$ cat config.mk
export PLATFORM = sky130hd
export DESIGN_NAME = scan_seq
export DESIGN_NICKNAME = d
export VERILOG_FILES = /design/src/rtl/scan_pkg.sv /design/src/rtl/scan_next_idx.sv /design/src/rtl/scan_seq.sv
export SDC_FILE = /design/constraint.sdc
export NUM_CORES = 1
export LEC_CHECK = 0
export ABC_AREA = 1
export BUFFER_PORTS_ARGS = -buffer_cell sky130_fd_sc_hd__buf_2
export CAP_MARGIN = 30
export CORE_MARGIN = 2
export CORE_UTILIZATION = 45
export DETAILED_ROUTE_END_ITERATION = 6
export GPL_TIMING_DRIVEN = 0
export PLACE_DENSITY = 0.68
export SYNTH_ARGS = -nofsm -noshare
export SYNTH_HDL_FRONTEND = slang
export SYNTH_SLANG_ARGS = --single-unit
$ cat constraint.sdc
create_clock -name clk -period 4.02 [get_ports clk]
set_clock_uncertainty 0.05 [all_clocks]
set_input_delay 0.201 -clock clk [delete_from_list [all_inputs] [get_ports clk]]
set_output_delay 0.201 -clock clk [all_outputs]
set_load 0.01 [all_outputs]
$ cat src/rtl/scan_pkg.sv
// Shared types and default sizing for the select-line scan sequencer.
package scan_pkg;

    typedef enum logic {
        IDLE  = 1'b0,
        DWELL = 1'b1
    } state_t;

    localparam int SEL_W_DEF   = 3;
    localparam int N_LINES_DEF = 8;
    localparam int DWELL_W_DEF = 8;

endpackage

$ cat src/rtl/scan_next_idx.sv
// Combinational search over a line mask: the next enabled index above cur,
// whether one exists, and the lowest enabled index (the wrap target).
module scan_next_idx
    import scan_pkg::*;
#(
    parameter int SEL_W   = SEL_W_DEF,
    parameter int N_LINES = N_LINES_DEF
) (
    input  logic [N_LINES-1:0] mask,
    input  logic [SEL_W-1:0]   cur,
    output logic [SEL_W-1:0]   next_idx,
    output logic               has_next,
    output logic [SEL_W-1:0]   low_idx
);

    // Descending scan so the last hit is the smallest qualifying index.
    always_comb begin
        next_idx = '0;
        has_next = 1'b0;
        low_idx  = '0;
        for (int i = N_LINES - 1; i >= 0; i--) begin
            if (mask[i]) begin
                low_idx = SEL_W'(i);
                if (i > int'(cur)) begin
                    next_idx = SEL_W'(i);
                    has_next = 1'b1;
                end
            end
        end
    end

endmodule

$ cat src/rtl/scan_seq.sv
// Select sequencer for a 3-to-8 decoder: walks the enabled lines in ascending
// order, holding each for a programmable dwell, in single or continuous mode.
module scan_seq
    import scan_pkg::*;
#(
    parameter int SEL_W   = SEL_W_DEF,
    parameter int N_LINES = N_LINES_DEF,
    parameter int DWELL_W = DWELL_W_DEF
) (
    input  logic               clk,
    input  logic               rst_n,
    input  logic               start,
    input  logic               stop,
    input  logic               mode,
    input  logic [N_LINES-1:0] mask,
    input  logic [DWELL_W-1:0] dwell,
    output logic [SEL_W-1:0]   sel,
    output logic               sel_valid,
    output logic               busy,
    output logic               line_start,
    output logic               done
);

    state_t             state;
    logic [DWELL_W-1:0] cnt;
    logic [DWELL_W-1:0] reload_r;
    logic [N_LINES-1:0] mask_r;
    logic               mode_r;

    logic [N_LINES-1:0] search_mask;
    logic [SEL_W-1:0]   next_idx;
    logic [SEL_W-1:0]   low_idx;
    logic               has_next;
    logic [DWELL_W-1:0] dwell_m1;

    // In IDLE the search looks at the live mask to find the first line of a
    // new sweep; during a sweep it only ever sees the snapshot.
    assign search_mask = (state == IDLE) ? mask : mask_r;
    assign dwell_m1    = (dwell == '0) ? '0 : dwell - DWELL_W'(1);

    scan_next_idx #(
        .SEL_W  (SEL_W),
        .N_LINES(N_LINES)
    ) u_next (
        .mask    (search_mask),
        .cur     (sel),
        .next_idx(next_idx),
        .has_next(has_next),
        .low_idx (low_idx)
    );

    always_ff @(posedge clk or negedge rst_n) begin
        if (!rst_n) begin
            state      <= IDLE;
            cnt        <= '0;
            reload_r   <= '0;
            mask_r     <= '0;
            mode_r     <= 1'b0;
            sel        <= '0;
            sel_valid  <= 1'b0;
            busy       <= 1'b0;
            line_start <= 1'b0;
            done       <= 1'b0;
        end else begin
            line_start <= 1'b0;
            done       <= 1'b0;
            case (state)
                IDLE: begin
                    if (start && !stop) begin
                        if (mask != '0) begin
                            mask_r     <= mask;
                            mode_r     <= mode;
                            reload_r   <= dwell_m1;
                            cnt        <= dwell_m1;
                            sel        <= low_idx;
                            sel_valid  <= 1'b1;
                            busy       <= 1'b1;
                            line_start <= 1'b1;
                            state      <= DWELL;
                        end else begin
                            done <= 1'b1;
                        end
                    end
                end
                DWELL: begin
                    if (stop) begin
                        sel_valid <= 1'b0;
                        busy      <= 1'b0;
                        state     <= IDLE;
                    end else if (cnt != '0) begin
                        cnt <= cnt - DWELL_W'(1);
                    end else if (has_next) begin
                        sel        <= next_idx;
                        line_start <= 1'b1;
                        cnt        <= reload_r;
                    end else if (mode_r) begin
                        sel        <= low_idx;
                        line_start <= 1'b1;
                        done       <= 1'b1;
                        cnt        <= reload_r;
                    end else begin
                        sel_valid <= 1'b0;
                        busy      <= 1'b0;
                        done      <= 1'b1;
                        state     <= IDLE;
                    end
                end
                default: state <= IDLE;
            endcase
        end
    end

endmodule

==> results of run 1 <==
==> logic make-up (layout without fill, tap and decap cells) <==
kind of cell | count (synthesis) | count (layout) | share of synthesized area
buf+inv | 46 | 82 | 0.08825
compound gates | 59 | 59 | 0.1507
xor+xnor | 7 | 7 | 0.02808
flops | 32 | 32 | 0.3668
simple gates | 161 | 161 | 0.3490
fa+ha+maj | 3 | 3 | 0.01719
==> registers in the layout, summed over array words and instances (netlist names) <==
| signal | count |
|---|---|
| mask_r | 8 |
| mode_r | 1 |
| sel | 3 |
| line_start | 1 |
| state | 1 |
| done | 1 |
| reload_r | 8 |
| cnt | 8 |
| busy | 1 |
==> power by group <==
part	switching, mW	internal (mW)
logic	0.288	0.169
clock network	0.129	0.183
registers	0.0604	0.394
==> per-layer routing <==
layer  up-vias  track usage
li1       1059            -
met1       936       0.2437
met2        34       0.3393
met3         8      0.04115
met4         0      0.06263
met5         -            0
==> cells in the mapped netlist <==
master and count:
nand3_2 2, nand2_1 98, nor3_2 1, nand3_1 15
clkbuf_1 2, nand2_2 5, nand2_4 5, dfrtp_1 32
a21oi_1 8, inv_2 3, o21ai_2 7, xnor2_1 5
a21o_1 1, buf_4 1, inv_1 37, xor2_1 2
o32ai_1 1, buf_2 1, o21ai_1 4, nand3_4 1
buf_6 2, nor3_1 1, o21ai_0 37, ha_1 3
nor2_1 23, nand4_1 5, nor3_4 1, o22ai_1 1
nor2_4 4
==> how the worst min path moves through the flow <==
| stage | end | slack, ns | depth (start not counted) |
|---|---|---|---|
| finish | mode_r | 0.09 | 3 |
| global route | mask_r[6] | 0.1 | 3 |
| CTS | mask_r[6] | 0.09 | 3 |
| detailed placement | mask_r[4] | 0.25 | 1 |
| global placement | mask_r[1] | 0.26 | 1 |
| floorplan | busy | -0.14 | 0 |
==> critical path: cells and delay by family (launching register included) <==
kind                     cells  cell delay [ns]
AND/OR/NAND/NOR              3             0.50
buffers and inverters        3             0.35
AO/OA/AOI/OAI                2             0.25
flip-flops                   1             0.38
adder cells (fa/ha/maj)      1             0.20
==> cell type report <==
class                           instances  area, um^2
Multi-Input combinational cell        230        1190
Inverter                               40       150.1
Tap cell                               54       67.56
Sequential cell                        32       800.8
Buffer                                  6       42.54
Timing Repair Buffer                   28       145.1
Clock buffer                            5       68.82
Fill cell                             470        2185
Clock inverter                          3       42.54
==> timing repair <==
item                      CTS  global route
hold buffers                1             0
resized for setup           0             0
hold endpoints to repair   32             0
==> per-stage QoR <==
| stage | total power [mW] | setup slack, ns | hold slack, ns | cell area [um^2] | std cells |
|---|---|---|---|---|---|
| final | 1.224 | 2.174 | 0.08765 | 2507 | 398 |
| after global routing | 1.324 | 2.013 | 0.09558 | 2507 | 398 |
| after CTS | 1.234 | 2.166 | 0.08800 | 2507 | 398 |
| after detailed placement | 0.9194 | 2.162 | 0.2475 | 2386 | 389 |
| after global placement | 0.9101 | 2.202 | 0.2565 | 2386 | 389 |
| after floorplan | 0.8029 | 2.416 | -0.1446 | 2183 | 308 |
==> flow_metrics.py, run 1 <==
metrics = {
    "logic_synthesis": {
        "synth_cell_type_count": 29,
        "synth_top_cell_by_area": "dfrtp_1",
        "yosysSeqAreaShare": 0.3668,
        "ys_warn_count": 0,
        "synth_cells": 308,
        "synth_nets": 332,
        "synth_area_leaders": "dfrtp_1, nand2_1, o21ai_0, inv_1, nor2_1",
        "ys_ff_latch": 32,
        "synth_top_area_frac": 0.3668,
        "syn-cell-area_mm2": 0.002183,
        "syn_area_per_cell_um2": 7.089,
    },
    "clock_network": {
        "postCtsSetupRepairBufs": 0,
        "clockBufferDepth": 2,
        "cts_tree": "done",
        "cts-root-buf": "clkbuf_8",
        "cts_made_buffers": 5,
        "clk_latency_ns": 0.29,
        "clock_sinks": 32,
        "clkTransAtPathRegs_ns": 0.07,
        "htreeDepth": 2,
    },
    "global_route": {
        "grt_max_degree": 33,
        "grt_pass1_wl_um": 8197,
        "grt_pass1_vias": 1937,
        "overflow": 0,
        "grtUsageTotal": 0.1963,
        "grt_antenna_before_repair": 0,
    },
    "layout": {
        "post-route-util": 0.5344,
        "final_common_cell": "nand2_1",
        "final_cell_mix": "nand2_1, inv_1, o21ai_0, dfrtp_1, buf_2",
        "area_growth_pct": 14.84,
        "drive_above_1_share": 0.1977,
        "n_antenna_cell": 0,
        "layout.nets": 367,
    },
    "critical_path": {
        "slowest_stage": "dfrtp_1",
        "worstSetupEndpoint": "cnt[4]",
        "critPathMaxStageDelay_ns": 0.38,
        "cp-start-kind": "flop",
        "r2r_cells": 9,
        "worstSetupEndpointType": "flop",
        "cp_data_required_time_ns": 4.15,
        "crit_chain": "inv_1 > ha_1 > inv_1 > nor3_4 > inv_2 > o21ai_0 > o21ai_0 > nand3_1 > nand2_1",
        "startpoint": "cnt[0]",
        "critPathKind": "flop to flop",
        "crit-reg2reg-launch": "cnt[0]",
        "cp.arrival_ns": 1.97,
        "r2r_slack_ns": 2.17,
        "worstPathMaxFanout": 6,
        "r2r-end": "cnt[4]",
    },
    "timing": {
        "period_share": 0.4592,
        "hold_viol": 0,
        "tns_ns": 0,
        "max_freq_mhz": 541.8,
        "rsz0062_at_grt": "no",
        "max_slew.worst_pin.slew_ns": 0.7252,
        "post-route-min-period_ns": 1.846,
        "setup_viol": 0,
        "relSlewSlack": 0.5165,
        "finalMaxSlewViolations": 0,
    },
    "power": {
        "power_density_mw_per_mm2": 488.2,
        "leakagePower_nw": 1.302,
        "vdd_drop_max_v": 0.0002634,
    },
    "job": {
        "drv_cap": 0,
    },
    "floorplan": {
        "rows": 25,
        "die-area_mm2": 0.005425,
        "die_width_um": 73.66,
        "die_h_um": 73.66,
        "coreArea_mm2": 0.004692,
        "pin_count": 28,
        "initial_utilization": 0.4653,
    },
    "placed_design": {
        "gp_congestion": 0.9180,
        "io_buffers": 27,
        "detailed_place_hpwl_um": 3753,
    },
    "route": {
        "vias_per_cell": 5.118,
        "wl_met2_um": 2333,
        "ant_nets": 0,
        "top_layer_used": "met4",
        "vias": 2037,
        "dr_wl_met3_um": 153,
        "wl_met1_um": 2174,
        "firstDrtPassIters": 4,
        "wl_um": 4749,
        "drtIter0Drc": 87,
        "drc": 0,
        "wl_per_cell_um": 11.93,
    },
    "min_path": {
        "worstHoldStart": "mode",
        "hold_class": "input port to flop",
    },
    "status": {
        "outcome": "finished, final reports clean",
    },
}
(Power assumes the default switching activity.)
==> inputs of run 2 (changes only) <==
==> constraint.sdc (replaced) <==
create_clock -name clk -period 1.8 [get_ports clk]
set_clock_uncertainty 0.05 [all_clocks]
set_input_delay 0.09 -clock clk [delete_from_list [all_inputs] [get_ports clk]]
set_output_delay 0.09 -clock clk [all_outputs]
set_load 0.01 [all_outputs]
==> flow_metrics.py, run 2 (synthesis results as in run 1) <==
metrics = {
    "timing": {
        "hold_viol": 1,
        "period_share": 0.9845,
        "max_slew.worst_pin.slew_ns": 0.7271,
        "rsz0062_at_grt": "yes",
        "max_freq_mhz": 564.3,
        "relSlewSlack": 0.5153,
        "fin_hold_ws_ns": -0.005613,
        "final.setup.worst_slack_ns": 0.02799,
        "post-route-min-period_ns": 1.772,
        "finalMaxSlewViolations": 0,
        "setup_viol": 0,
    },
    "critical_path": {
        "critPathMaxStageDelay_ns": 0.45,
        "worstSetupEndpoint": "cnt[1]",
        "r2r-end": "cnt[1]",
        "slowest_stage": "dfrtp_2",
        "cp_num_buf_inv": 1,
        "worstSetupEndpointType": "flop",
        "cp.depth": 12,
        "r2r_cells": 12,
        "cp.arrival_ns": 1.95,
        "critPathKind": "flop to flop",
        "cp_top_family": "simple AND/OR/NAND/NOR gates",
        "r2r_slack_ns": 0.03,
        "worstPathMaxFanout": 8,
        "cp-start-kind": "flop",
        "crit_chain": "buf_6 > nand2_1 > o21ai_4 > nand2_4 > nand2_4 > nor2_4 > nand2_4 > nor2_4 > nand3_4 > nand2_8 > nand2_1 > nand2_1",
        "cp_data_required_time_ns": 1.98,
        "crit-reg2reg-launch": "state",
        "startpoint": "state",
    },
    "floorplan": {
        "die_width_um": 73.66,
        "rows": 25,
        "die_h_um": 73.66,
        "die-area_mm2": 0.005425,
        "pin_count": 28,
        "initial_utilization": 0.4653,
        "coreArea_mm2": 0.004692,
    },
    "power": {
        "power_density_mw_per_mm2": 1076,
        "p_total_mw": 2.841,
        "vdd_drop_max_v": 0.0005916,
        "leakagePower_nw": 1.342,
    },
    "route": {
        "wl_um": 4956,
        "drtIter0Drc": 92,
        "wl_per_cell_um": 12.27,
        "drc": 0,
        "vias_per_cell": 5.119,
        "vias": 2068,
        "ant_nets": 0,
        "firstDrtPassIters": 4,
    },
    "layout": {
        "layout.nets": 373,
        "n_antenna_cell": 0,
        "reg_top3": "cnt x8, mask_r x8, reload_r x8",
        "final_common_cell": "nand2_1",
        "final_cell_mix": "nand2_1, inv_1, o21ai_0, dfrtp_1, buf_2",
        "area_growth_pct": 20.97,
        "drive_above_1_share": 0.2457,
        "instances_no_fill": 404,
    },
    "global_route": {
        "grt_pass1_wl_um": 8238,
        "overflow": 0,
        "grt_pass1_vias": 1943,
        "grt_antenna_before_repair": 0,
        "grtUsageTotal": 0.1974,
        "grt_max_degree": 33,
    },
    "min_path": {
        "hold_class": "input port to flop",
    },
    "clock_network": {
        "clock_sinks": 32,
        "cts_tree": "done",
        "clockBufferDepth": 2,
        "clkTransAtPathRegs_ns": 0.08,
        "cts-root-buf": "clkbuf_8",
        "clk_latency_ns": 0.30,
        "cts_made_buffers": 5,
        "htreeDepth": 2,
    },
    "placed_design": {
        "gp_congestion": 0.9180,
        "io_buffers": 27,
        "dp_slack_ns": -0.03904,
        "detailed_place_hpwl_um": 3753,
        "place_inst": 389,
    },
    "status": {
        "violations": "negative hold slack",
        "outcome": "complete, but fails checks",
    },
    "job": {
        "drv_cap": 0,
    },
}
[run 2: tightest hold or removal path, stage by stage]
cell and delay (ns):
buf_2 0.09, nand2_1 0.05, o21ai_0 0.07
[run 2: worst min path at each step]
stage / end / slack [ns] / start / cells after the start
after floorplan: busy / -0.26 / rst_n / 0
after global placement: mask_r[1] / 0.15 / rst_n / 1
after detailed placement: mask_r[4] / 0.14 / rst_n / 1
after CTS: mask_r[7] / 0.002 / mask[7] / 3
after global routing: mask_r[7] / 0.01 / mask[7] / 3
final: mask_r[7] / -0.006 / mask[7] / 3
[run 2: report_power, final]
| part | leakage [nW] | switching, mW | internal [mW] |
|---|---|---|---|
| Clock | 0.0541 | 0.296 | 0.410 |
| Combinational | 0.889 | 0.688 | 0.421 |
| Sequential | 0.399 | 0.144 | 0.882 |
| Total | 1.34 | 1.13 | 1.71 |
[run 2: per-layer routing]
layer	up-vias	share of wire	track usage
met4	0	0.018	0.06263
met2	36	0.50	0.3413
li1	1070	-	-
met3	8	0.030	0.04115
met1	954	0.45	0.2454
met5	-	0	0
[run 2: layout make-up]
| class | count | area (um^2) |
|---|---|---|
| fillers | 452 | 2051 |
| multi-input cells | 230 | 1267 |
| flip-flops and latches | 32 | 803.3 |
| repair buffers | 35 | 210.2 |
| inverters | 40 | 150.1 |
| clock buffers | 5 | 68.82 |
| well taps | 54 | 67.56 |
| clock inverters | 3 | 42.54 |
| plain buffers | 5 | 31.28 |
[run 2: what timing repair did]
item / in CTS / in global routing
resized for setup: 1 / 25
buffers inserted: 1 / 3
cloned: 0 / 1
endpoints found under the setup margin: 3 / 10
pin swaps: 1 / 10
hold endpoints to repair: 34 / 0
hold buffers: 3 / 0
[run 2: metrics by stage]
| stage | TNS, ns | utilization | area (um^2) |
|---|---|---|---|
| detailed placement | -0.04740 | 0.5085 | 2386 |
| global route | -0.6456 | 0.5629 | 2641 |
| finish | 0 | 0.5629 | 2641 |
| global placement | -0.01771 | 0.5085 | 2386 |
| floorplan | 0 | - | 2183 |
| CTS | 0 | 0.5419 | 2542 |
